[src/rtl/switch_event_detector.sv]
// Synchroniser, debouncer and press/release/long-press event generator for one raw switch.
// Optional macro SWITCH_EVENT_REPEAT_EN: long-press auto-repeats every LONG_PRESS_LIMIT cycles.
module switch_event_detector #(
  parameter int DEBOUNCE_LIMIT   = 5000000,
  parameter int LONG_PRESS_LIMIT = 25000000,
  parameter int COUNT_WIDTH      = 8
) (
  input  logic                   i_clock,
  input  logic                   i_rst_n,
  input  logic                   i_switch,
  output logic                   o_filtered_switch,
  output logic                   o_press,
  output logic                   o_release,
  output logic                   o_long_press,
  output logic [COUNT_WIDTH-1:0] o_press_count
);

  localparam int DEB_W  = $clog2(DEBOUNCE_LIMIT + 1);
  localparam int HOLD_W = $clog2(LONG_PRESS_LIMIT + 1);

  localparam logic [DEB_W-1:0]  DEB_MAX   = DEB_W'(DEBOUNCE_LIMIT);
  localparam logic [DEB_W-1:0]  DEB_ONE   = DEB_W'(1);
  localparam logic [HOLD_W-1:0] HOLD_LAST = HOLD_W'(LONG_PRESS_LIMIT - 1);
  localparam logic [HOLD_W-1:0] HOLD_ONE  = HOLD_W'(1);
`ifndef SWITCH_EVENT_REPEAT_EN
  localparam logic [HOLD_W-1:0] HOLD_SAT  = HOLD_W'(LONG_PRESS_LIMIT);
`endif

  typedef enum logic [1:0] {
    IDLE,
    DEB_PRESS,
    PRESSED,
    DEB_RELEASE
  } state_t;

  state_t                 state;
  state_t                 state_next;
  logic                   sync_s1;
  logic                   sync_s;
  logic [DEB_W-1:0]       deb_cnt;
  logic [DEB_W-1:0]       deb_cnt_next;
  logic [HOLD_W-1:0]      hold_cnt;
  logic [HOLD_W-1:0]      hold_cnt_next;
  logic                   level;
  logic                   accept_press;
  logic                   accept_release;
  logic                   long_hit;
  logic                   press_q;
  logic                   release_q;
  logic                   long_q;
  logic [COUNT_WIDTH-1:0] press_count_q;

  always_ff @(posedge i_clock or negedge i_rst_n) begin
    if (!i_rst_n) begin
      sync_s1 <= 1'b0;
      sync_s  <= 1'b0;
    end else begin
      sync_s1 <= i_switch;
      sync_s  <= sync_s1;
    end
  end

  always_ff @(posedge i_clock or negedge i_rst_n) begin
    if (!i_rst_n) begin
      state    <= IDLE;
      deb_cnt  <= '0;
      hold_cnt <= '0;
    end else begin
      state    <= state_next;
      deb_cnt  <= deb_cnt_next;
      hold_cnt <= hold_cnt_next;
    end
  end

  assign level = (state == PRESSED) || (state == DEB_RELEASE);

  // A level change is accepted only once the counter has already reached the limit
  // while the synchronised input still disagrees; any agreeing cycle restarts it.
  always_comb begin
    state_next     = state;
    deb_cnt_next   = '0;
    accept_press   = 1'b0;
    accept_release = 1'b0;
    unique case (state)
      IDLE: begin
        if (sync_s) begin
          state_next   = DEB_PRESS;
          deb_cnt_next = DEB_ONE;
        end
      end
      DEB_PRESS: begin
        if (!sync_s) begin
          state_next = IDLE;
        end else if (deb_cnt == DEB_MAX) begin
          state_next   = PRESSED;
          accept_press = 1'b1;
        end else begin
          deb_cnt_next = deb_cnt + DEB_ONE;
        end
      end
      PRESSED: begin
        if (!sync_s) begin
          state_next   = DEB_RELEASE;
          deb_cnt_next = DEB_ONE;
        end
      end
      DEB_RELEASE: begin
        if (sync_s) begin
          state_next = PRESSED;
        end else if (deb_cnt == DEB_MAX) begin
          state_next     = IDLE;
          accept_release = 1'b1;
        end else begin
          deb_cnt_next = deb_cnt + DEB_ONE;
        end
      end
      default: state_next = IDLE;
    endcase
  end

  // Hold counter reads 0 in the press cycle, so reaching LIMIT-1 while still held
  // means the long-press pulse lands exactly LIMIT cycles after o_press.
  assign long_hit = level && (hold_cnt == HOLD_LAST);

  always_comb begin
    hold_cnt_next = hold_cnt;
    if (accept_press) begin
      hold_cnt_next = '0;
    end else if (level) begin
`ifdef SWITCH_EVENT_REPEAT_EN
      hold_cnt_next = long_hit ? '0 : hold_cnt + HOLD_ONE;
`else
      hold_cnt_next = (hold_cnt == HOLD_SAT) ? hold_cnt : hold_cnt + HOLD_ONE;
`endif
    end
  end

  always_ff @(posedge i_clock or negedge i_rst_n) begin
    if (!i_rst_n) begin
      press_q       <= 1'b0;
      release_q     <= 1'b0;
      long_q        <= 1'b0;
      press_count_q <= '0;
    end else begin
      press_q   <= accept_press;
      release_q <= accept_release;
      long_q    <= long_hit;
      if (accept_press) begin
        press_count_q <= press_count_q + COUNT_WIDTH'(1);
      end
    end
  end

  assign o_filtered_switch = level;
  assign o_press           = press_q;
  assign o_release         = release_q;
  assign o_long_press      = long_q;
  assign o_press_count     = press_count_q;

endmodule

[config.mk]
export PLATFORM = sky130hd
export DESIGN_NAME = switch_event_detector
export DESIGN_NICKNAME = d
export VERILOG_FILES = /design/src/rtl/switch_event_detector.sv
export SDC_FILE = /design/constraint.sdc
export NUM_CORES = 1
export LEC_CHECK = 0
export CAP_MARGIN = 15
export CORE_AREA = 3 3 86 88
export CTS_CLUSTER_DIAMETER = 60
export DETAILED_ROUTE_END_ITERATION = 16
export DIE_AREA = 0 0 89 91
export GPL_TIMING_DRIVEN = 0
export PLACE_DENSITY = 0.71
export SLEW_MARGIN = 30
export SYNTH_ARGS = -nofsm -noshare
export SYNTH_HDL_FRONTEND = slang
export SYNTH_SLANG_ARGS = --single-unit
[constraint.sdc]
create_clock -name i_clock -period 3.2 [get_ports i_clock]
set_input_delay 0.64 -clock i_clock [delete_from_list [all_inputs] [get_ports i_clock]]
set_output_delay 0.64 -clock i_clock [all_outputs]
set_load 0.03 [all_outputs]
==> flow_results.org, run 1 <==
** Synth
- Post-Synth Adder-Cell Area :: 0.0189
- Post-Synthesis Mean Instance Area :: a little under 10 um2
- The synthesized netlist contains 44 unique library cells.
- The number of nets in the synthesized netlist is about 350.
- Dominant synthesized flop cell :: dfrtp_1
- For this run, the number of Yosys warnings is 0.
- Of the total synthesized cell area, the portion taken by AND, OR, NAND and NOR gates is 0.278.
- Area share of xor/xnor cells in the synthesized design :: 0.0713
- Of the post-synthesis cell area, the dominant cell type holds 0.476.
- Summing every instance area after synthesis gives between 3000 and 4000 um2.
- Area leader, netlist :: dfrtp_1
- Async set or reset register ratio after synthesis :: 1.00
- The share of the Yosys chip area taken by registers is 0.476.
- Of the post-synthesis cell area, the part taken by muxes is 0.0249.
- Sorting the synthesized cells by area gives the leading types as dfrtp_1, xor2_1, nand4_1, a21oi_1, nor2_1.
- Synthesis produced a netlist whose cell count is approximately 340.
- After synthesis, the largest family of logic cells by area is simple AND/OR/NAND/NOR gates.
- Yosys mapped a number of flops with a built-in enable equal to 0.
- Area fraction in compound gates after synthesis :: 0.0940
- Number of storage elements in the synthesis netlist :: 63

** Clock tree
- In this run the number of H-tree levels came out at 3.
- CTS tree :: done
- In this run, post-CTS repair resized a total of 0 instances.
- The number of hold buffers added after CTS was 0.
- Clock root cell :: clkbuf_8
- Clock-pin slew was measured on the worst setup and hold paths at about 0.07 ns.
- For this design, the sink count on the clock tree is 63.
- Count of buffers added by post-CTS timing repair for setup :: 0
- The clock passes through at most 2 buffers.
- The clock reaches the later pin of the worst-skew pair after about 0.34 ns.
- TritonCTS created 9 clock buffers.

** Worst setup path
- The worst setup path is launched from a flop.
- Among the stages of the critical path, the cell type that occurs most often is clkbuf_1.
- Total buffers and inverters traversed by the critical path :: 3
- Maximum fanout along the worst path :: 9
- Type of destination of the critical path :: primary output
- Worst endpoint required time :: ~2.6 ns
- The signal on the critical path passes through clkbuf_1 > clkbuf_1 > clkdlybuf4s50_1.
- Worst setup path category :: flop to primary output
- Among cell families on the critical path, the largest total delay comes from buffers and inverters.
- Cell at the slowest stage of the critical path :: clkdlybuf4s50_1
- Critical Path AT :: around 1.8 ns
- Slowest stage delay, CP :: 0.66 ns

** Routing
- Antenna Violating Nets Remaining :: 0
- The detailed router placed about 2700 vias in this run.
- Final WL :: 6.90 mm
- Routed wire per std cell :: 15.2 um
- Detailed Route Iter0 Violations :: 153
- Before antenna repair, the detailed router went through 4 iterations.
- After detailed routing, the number of vias per cell comes to 6.02.
- Drc violations :: 0

** Global routing
- Number of global-route vias before repair :: 2716
- Summed over all layers, the global routing overflow is 0.
- Entering global routing, the biggest net connects 33 pins.
- GRT Resource Usage Total :: 0.187
- The first global-routing pass estimated 12.3 mm of wire.
- The initial antenna violation count came to 0.

** STA
- Based on the critical path, the design can be clocked at up to 406 MHz.
- The worst pin sits at a relative slew slack of 0.649.
- Setup violations remaining at the end of the flow were counted as 0.
- Setup repair after global routing left no endpoint under its margin.
- The smallest clock period supported by the final layout is computed as 2.46 ns.
- The max-slew violation total from the final report is 0.
- Final worst path period share :: 0.769
- Measured slew at the worst slew-check pin :: between 0.5 and 0.6 ns
- Worst Skew :: between 0.01 and 0.015 ns
- Final hold vios :: 0

** Floorplanning
- Die height :: between 90 and 100 um
- Horiz. Die Dim :: between 80 and 90 um
- The region available for standard cell placement spans 6720 um2.
- Starting Density :: 0.493
- Full die area :: a little over 8000 um2
- 15 I/O pins were placed.
- The initialized floorplan defines 30 standard-cell rows.

** Finish
- Excluding fillers, the count of instances in the completed layout stands at around 450.
- In the final layout, the share of cells above drive strength 1 is 0.0829.
- Leaving out fill and tap cells, the most frequent cell in the layout is dfrtp_1.
- Final core area utilization :: 0.565
- Top library cells by usage in the layout, fill and taps aside :: dfrtp_1, nor2_1, a21oi_1
- The area growth from synthesis to layout is 14.5%.
- Antenna cells :: 0
- The final layout contains 377 nets.
- The layout has roughly 580 filler cells.

** Power and ir drop
- The share of total power dissipated in combinational logic is 0.026.
- IR analysis of the VDD net gives a maximum drop of around 220 uV.
- Of the total power, registers draw 0.497.
- Of the total power, the share spent switching nets is 0.227.
- Clock power share :: 0.477
- Net switching component of the power :: about 370 uW
- Cell area power density :: 426 nW/um2
- Leakage power summed over all cells :: roughly 0.0016 uW
- Internal power comes to 1250 uW.

** Min path
- Hold Path Class :: input port to asynchronous set/reset pin

** Placed design
- Detailed placer's ending HPWL :: roughly 4.8 mm
- Number of placed cells counting well taps :: roughly 440
- At the end of routability-driven placement, the weighted congestion stood at roughly 0.8.
- Number of buffers inserted by port buffering :: 14

** Job
- Max-cap violations in this run came to 0.

** Status
- The run finished with clean final reports.
==> power groups by stage <==
stage	clock network, uW	registers, uW	logic, uW
2_1_floorplan	0	818	17.7
3_3_place_gp	0	818	40.4
3_5_place_dp	0	818	43.6
4_1_cts	779	803	43.9
5_1_grt	812	803	49.0
6_report	772	803	42.1
==> synthesized netlist by cell type (13+ instances only) <==
cell,n
dfrtp_1,63
nor2_1,28
a21oi_1,21
nand4_1,20
nand2_1,19
nand3_1,19
xor2_1,18
inv_1,16
o21ai_0,16
or3_1,13
==> worst reg2reg max path, stage by stage, from the launching register on <==
cell and delay (ns):
dfrtp_1 0.45, or4b_1 0.55, or4_1 0.53, buf_6 0.17, nor2_4 0.25, mux2_1 0.36
==> through the flow <==
| stage | total power [uW] | setup TNS (ns) | setup WS (ns) | area [um2] | hold slack (ns) |
|---|---|---|---|---|---|
| global placement | 859 | -39.12 | -0.624 | 3550 | 0.343 |
| CTS | 1630 | 0 | 0.712 | 3790 | 0.247 |
| detailed placement | 862 | 0 | 0.767 | 3570 | 0.343 |
| finish | 1620 | 0 | 0.738 | 3790 | 0.224 |
| floorplan | 835 | 0 | 0.972 | 3310 | 0.331 |
| global route | 1660 | 0 | 0.648 | 3790 | 0.260 |
==> final timing paths <==
check / slack (ns) / to / startpoint / depth (start not counted)
max in group asynchronous: 2.47 / deb_cnt[13] / i_rst_n / 2
setup reg to reg: 0.78 / o_press_count[1] / deb_cnt[13] / 5
setup / recovery: 0.74 / o_filtered_switch / flop / 3
hold reg to reg: 0.36 / sync_s / sync_s1 / 0
min in group i_clock: 0.36 / sync_s / sync_s1 / 0
hold / removal: 0.22 / hold_cnt[15] / i_rst_n / 1
==> state kept, by name, summed over array words and instances (netlist names), named ones only <==
register,flops
sync_s1,1
o_release,1
state,1
sync_s,1
deb_cnt,23
o_press,1
hold_cnt,25
o_press_count,8
o_long_press,1
==> final cells by class <==
cell class,count,area [um2],share of cell area
plain buffers,14,63.8,0.0168
clock buffers,9,124,0.0327
clock inverters,7,97.6,0.0257
inverters,16,60.1,0.0158
multi-input cells,250,1610,0.425
flip-flops and latches,63,1580,0.416
well taps,80,100,0.0264
repair buffers,15,158,0.0416
==> layer usage <==
layer  global-route usage  routed length [um]  vias to the layer above
met5                    0                   0                        -
met2                0.283                3240                       60
met1                0.259                3260                     1353
met4               0.0906                 182                        0
li1                     -                   -                     1300
met3               0.0290                 214                       21
==> cell families after synthesis <==
| family | Yosys count |
|---|---|
| xor gates and xnor gates | 27 |
| buffers and inverters | 30 |
| and+or+nand+nor | 155 |
| AOI/OAI and AO/OA | 55 |
| adders and majority gates | 5 |
| DFF | 63 |
| muxes | 8 |
(Power assumes the default switching activity.)
==> run 2, diff against run 1 <==
PLACE_DENSITY = 0.74   (was 0.71)
clock period = 2.15 ns   (was 3.2 ns; I/O delays follow)
==> run 2 against run 1 <==
Against the previous run: the flow now finishes with violations (setup timing); first-iteration DRC count grew 52%; clock skew shrank 0.0018 ns; die area is the same; largest power group unchanged.
==> flow_results.org, run 2 (same netlist as run 1, synthesis figures left out) <==
** STA
- Summed over all failing endpoints, the final setup total negative slack is -0.0153 ns.
- Final worst path period share :: 1.01
- Final hold vios :: 0
- Setup ws final :: -0.0153 ns
- Measured slew at the worst slew-check pin :: approximately 0.57 ns
- Number of pins with negative max-slew slack in the final report :: 0
- The worst path in the final design needs a cycle of 2.17 ns, including I/O delays and setup.
- Unrepaired setup endpoints after global routing :: yes
- Setup violations remaining at the end of the flow were counted as 1.
- Based on the critical path, the design can be clocked at up to ~460 MHz.
- Worst Hold Margin :: about 0.35 ns
- Relative max-transition margin :: 0.619
- Worst Skew :: between 0.01 and 0.015 ns

** Power and ir drop
- Cell internal power was estimated by the tool at about 1900 uW.
- Clock power share :: 0.473
- Sequential fraction of design power :: 0.495
- In this run the static leakage power is about 0.0017 uW.
- The share of total power dissipated in combinational logic is 0.033.
- Switch share :: 0.215
- Peak supply drop :: approximately 310 uV
- In this run the power spent charging and discharging nets is roughly 520 uW.
- Cell area power density :: about 600 nW/um2

** Global routing
- The first global-routing pass estimated about 12 mm of wire.
- Grt ovf :: 0
- Number of global-route vias before repair :: 2621
- Entering global routing, the biggest net connects 44 pins.
- For this run, global-route usage on met3 was measured as 0.0526.
- GRT Resource Usage Total :: 0.191
- In the global route stage, met1 resource usage came out at 0.258.
- For this run, global-route usage on met2 was measured as 0.291.
- Number of antenna violations at the first check in global routing :: 0
- The global routing stage identified its most utilized layer as met2.

** Clock tree
- In this run the clock root is driven by a clkbuf_8.
- Insertion delay of the later-clocked pin in the worst-skew pair :: 0.34 ns
- Clock-pin slew was measured on the worst setup and hold paths at 0.07 ns.
- TritonCTS built the clock tree.
- The H-tree generated during clock tree synthesis spans 3 levels.
- Number of clock sinks :: 63
- CTS Buf Count :: 9
- Maximum clock path buffer count :: 2

** Finish
- Register area :: between 1500 and 2000 um2
- The multi-input combinational cells in the finished layout cover a total of roughly 1700 um2.
- Fraction of final layout cells sized beyond drive strength 1 :: 0.151
- Largest register by flop count :: hold_cnt
- The number of antenna diodes in the final layout is 0.
- For this run, the number of standard cells in the final layout without fillers is around 470.
- The library cell used most frequently in the layout, excluding fill and tap cells, is dfrtp_1.
- Number of filler instances in the final layout :: around 540
- Relative to the synthesized area, the layout overhead comes to 20.8%.
- The register with the most flip-flops in the layout has 25 of them.
- Final design instance area without fill :: roughly 4000 um2
- For this run, the post-layout net count is a little under 400.
- The library cells used most frequently in the layout, excluding fill and tap cells, are dfrtp_1, nor2_1, a21oi_1.

** Worst setup path
- Critical Path AT :: about 2.4 ns
- Traced cell by cell, the critical path runs through or3b_2 > or4_4 > buf_8 > nor3_4 > mux2_4.
- For this run, the slowest stage of the critical path takes between 0.5 and 0.6 ns.
- Cell at the slowest stage of the critical path :: or4_4
- Type of destination of the critical path :: flop
- FF-to-FF setup slack :: -0.02 ns
- Of all nets on the critical path, the largest fanout is 10.
- The critical path is of the flop to flop type.
- Data on the critical path is required at its endpoint by ~2.4 ns.
- Type of origin of the critical path :: flop

** Floorplanning
- Horiz. Die Dim :: slightly below 90 um
- For this configuration, the core starts out at a cell density of 0.493.
- The die covers approximately 8000 um2.
- After floorplanning, the core was divided into 30 placement rows.
- The floorplan step set the die height to approximately 91 um.
- Placeable core region :: approximately 6700 um2
- Number of primary I/O pins :: 15

** Routing
- In the routed layout, each cell is associated on average with a via count of between 5 and 6.
- In the final routed layout, each cell accounts on average for around 16 um.
- Once detail routing completed, the nets flagged for antenna violations numbered 0.
- In this run, the number of DRC markers left after iteration 0 of detailed routing was between 200 and 250.
- After detailed routing, the total wire length is roughly 7.2 mm.
- Drc violations :: 0
- Drt first pass iters :: 4
- Detailed routing inserted a total of 2747 vias.

** Job
- Count of max-cap constraint violations :: 0

** Min path
- In this run the worst hold path is classified as flop to flop.

** Placed design
- Counting tap cells, the placed design contains a total of 438 instances.
- Input and output buffers added on the ports amount to 14.
- Detailed placement ended at an HPWL of 4.87 mm.
- Placer's final routability congestion estimate :: 0.830
- Standard cell area after detailed placement :: roughly 3600 um2

** Status
- The flow ran to the end, but the final reports show violations.
- Violated checks :: setup timing
run 2: repair_timing:
action | in CTS | in global routing
cloned | 0 | 1
setup endpoints to repair | 42 | 45
setup buffers | 6 | 4
hold buffers | 1 | 0
hold endpoints to repair | 20 | 0
pin swaps | 3 | 4
gates resized for setup | 16 | 18
run 2: worst max-delay path, delay by kind of cell (launching register included):
family / cells / cell delay, ns
DFF: 1 / 0.40
buffers and inverters: 1 / 0.17
muxes: 1 / 0.32
and+or+nand+nor: 3 / 1.16
run 2: layout make-up:
cell class / instances / share of cell area
plain buffers: 13 / 0.0216
clock buffers: 11 / 0.0353
clock inverters: 5 / 0.0203
inverters: 16 / 0.0150
multi-input cells: 250 / 0.423
flip-flops and latches: 63 / 0.395
well taps: 80 / 0.0250
repair buffers: 27 / 0.0650
run 2: routing by layer:
metal	share of wire	vias up	wire [um]
met5	0	-	0
met1	0.46	1340	3320
met4	0.016	0	119
met2	0.48	71	3470
met3	0.047	15	338
li1	-	1321	-
run 2: power by group through the flow:
stage,clock network (uW),registers (uW),logic [uW]
2_1_floorplan,0,1220,26.3
3_3_place_gp,0,1220,60.5
3_5_place_dp,0,1220,65.6
4_1_cts,1160,1200,75.5
5_1_grt,1220,1200,89.4
6_report,1140,1200,79.5
run 2: final timing paths:
check                       startpoint      endpoint  cells after the start
max                        deb_cnt[21]          flop                      5
min                            sync_s1        sync_s                      0
max reg2reg                deb_cnt[21]          flop                      5
min reg2reg                    sync_s1        sync_s                      0
max in group asynchronous      i_rst_n   deb_cnt[10]                      3
min in group asynchronous      i_rst_n  hold_cnt[15]                      2
run 2: stage by stage:
stage / power [uW] / worst slack, ns / utilization
finish: 2420 / -0.0153 / 0.596
detailed placement: 1280 / -0.183 / 0.532
floorplan: 1240 / 0.0243 / -
CTS: 2430 / -0.0209 / 0.581
global route: 2510 / -0.0604 / 0.596
global placement: 1280 / -1.46 / 0.530
==> run 3, diff against run 2 <==
CAP_MARGIN = default   (was 15)
==> results of run 3 <==
The final DEF is identical to that of run 2; final timing and power are the same.
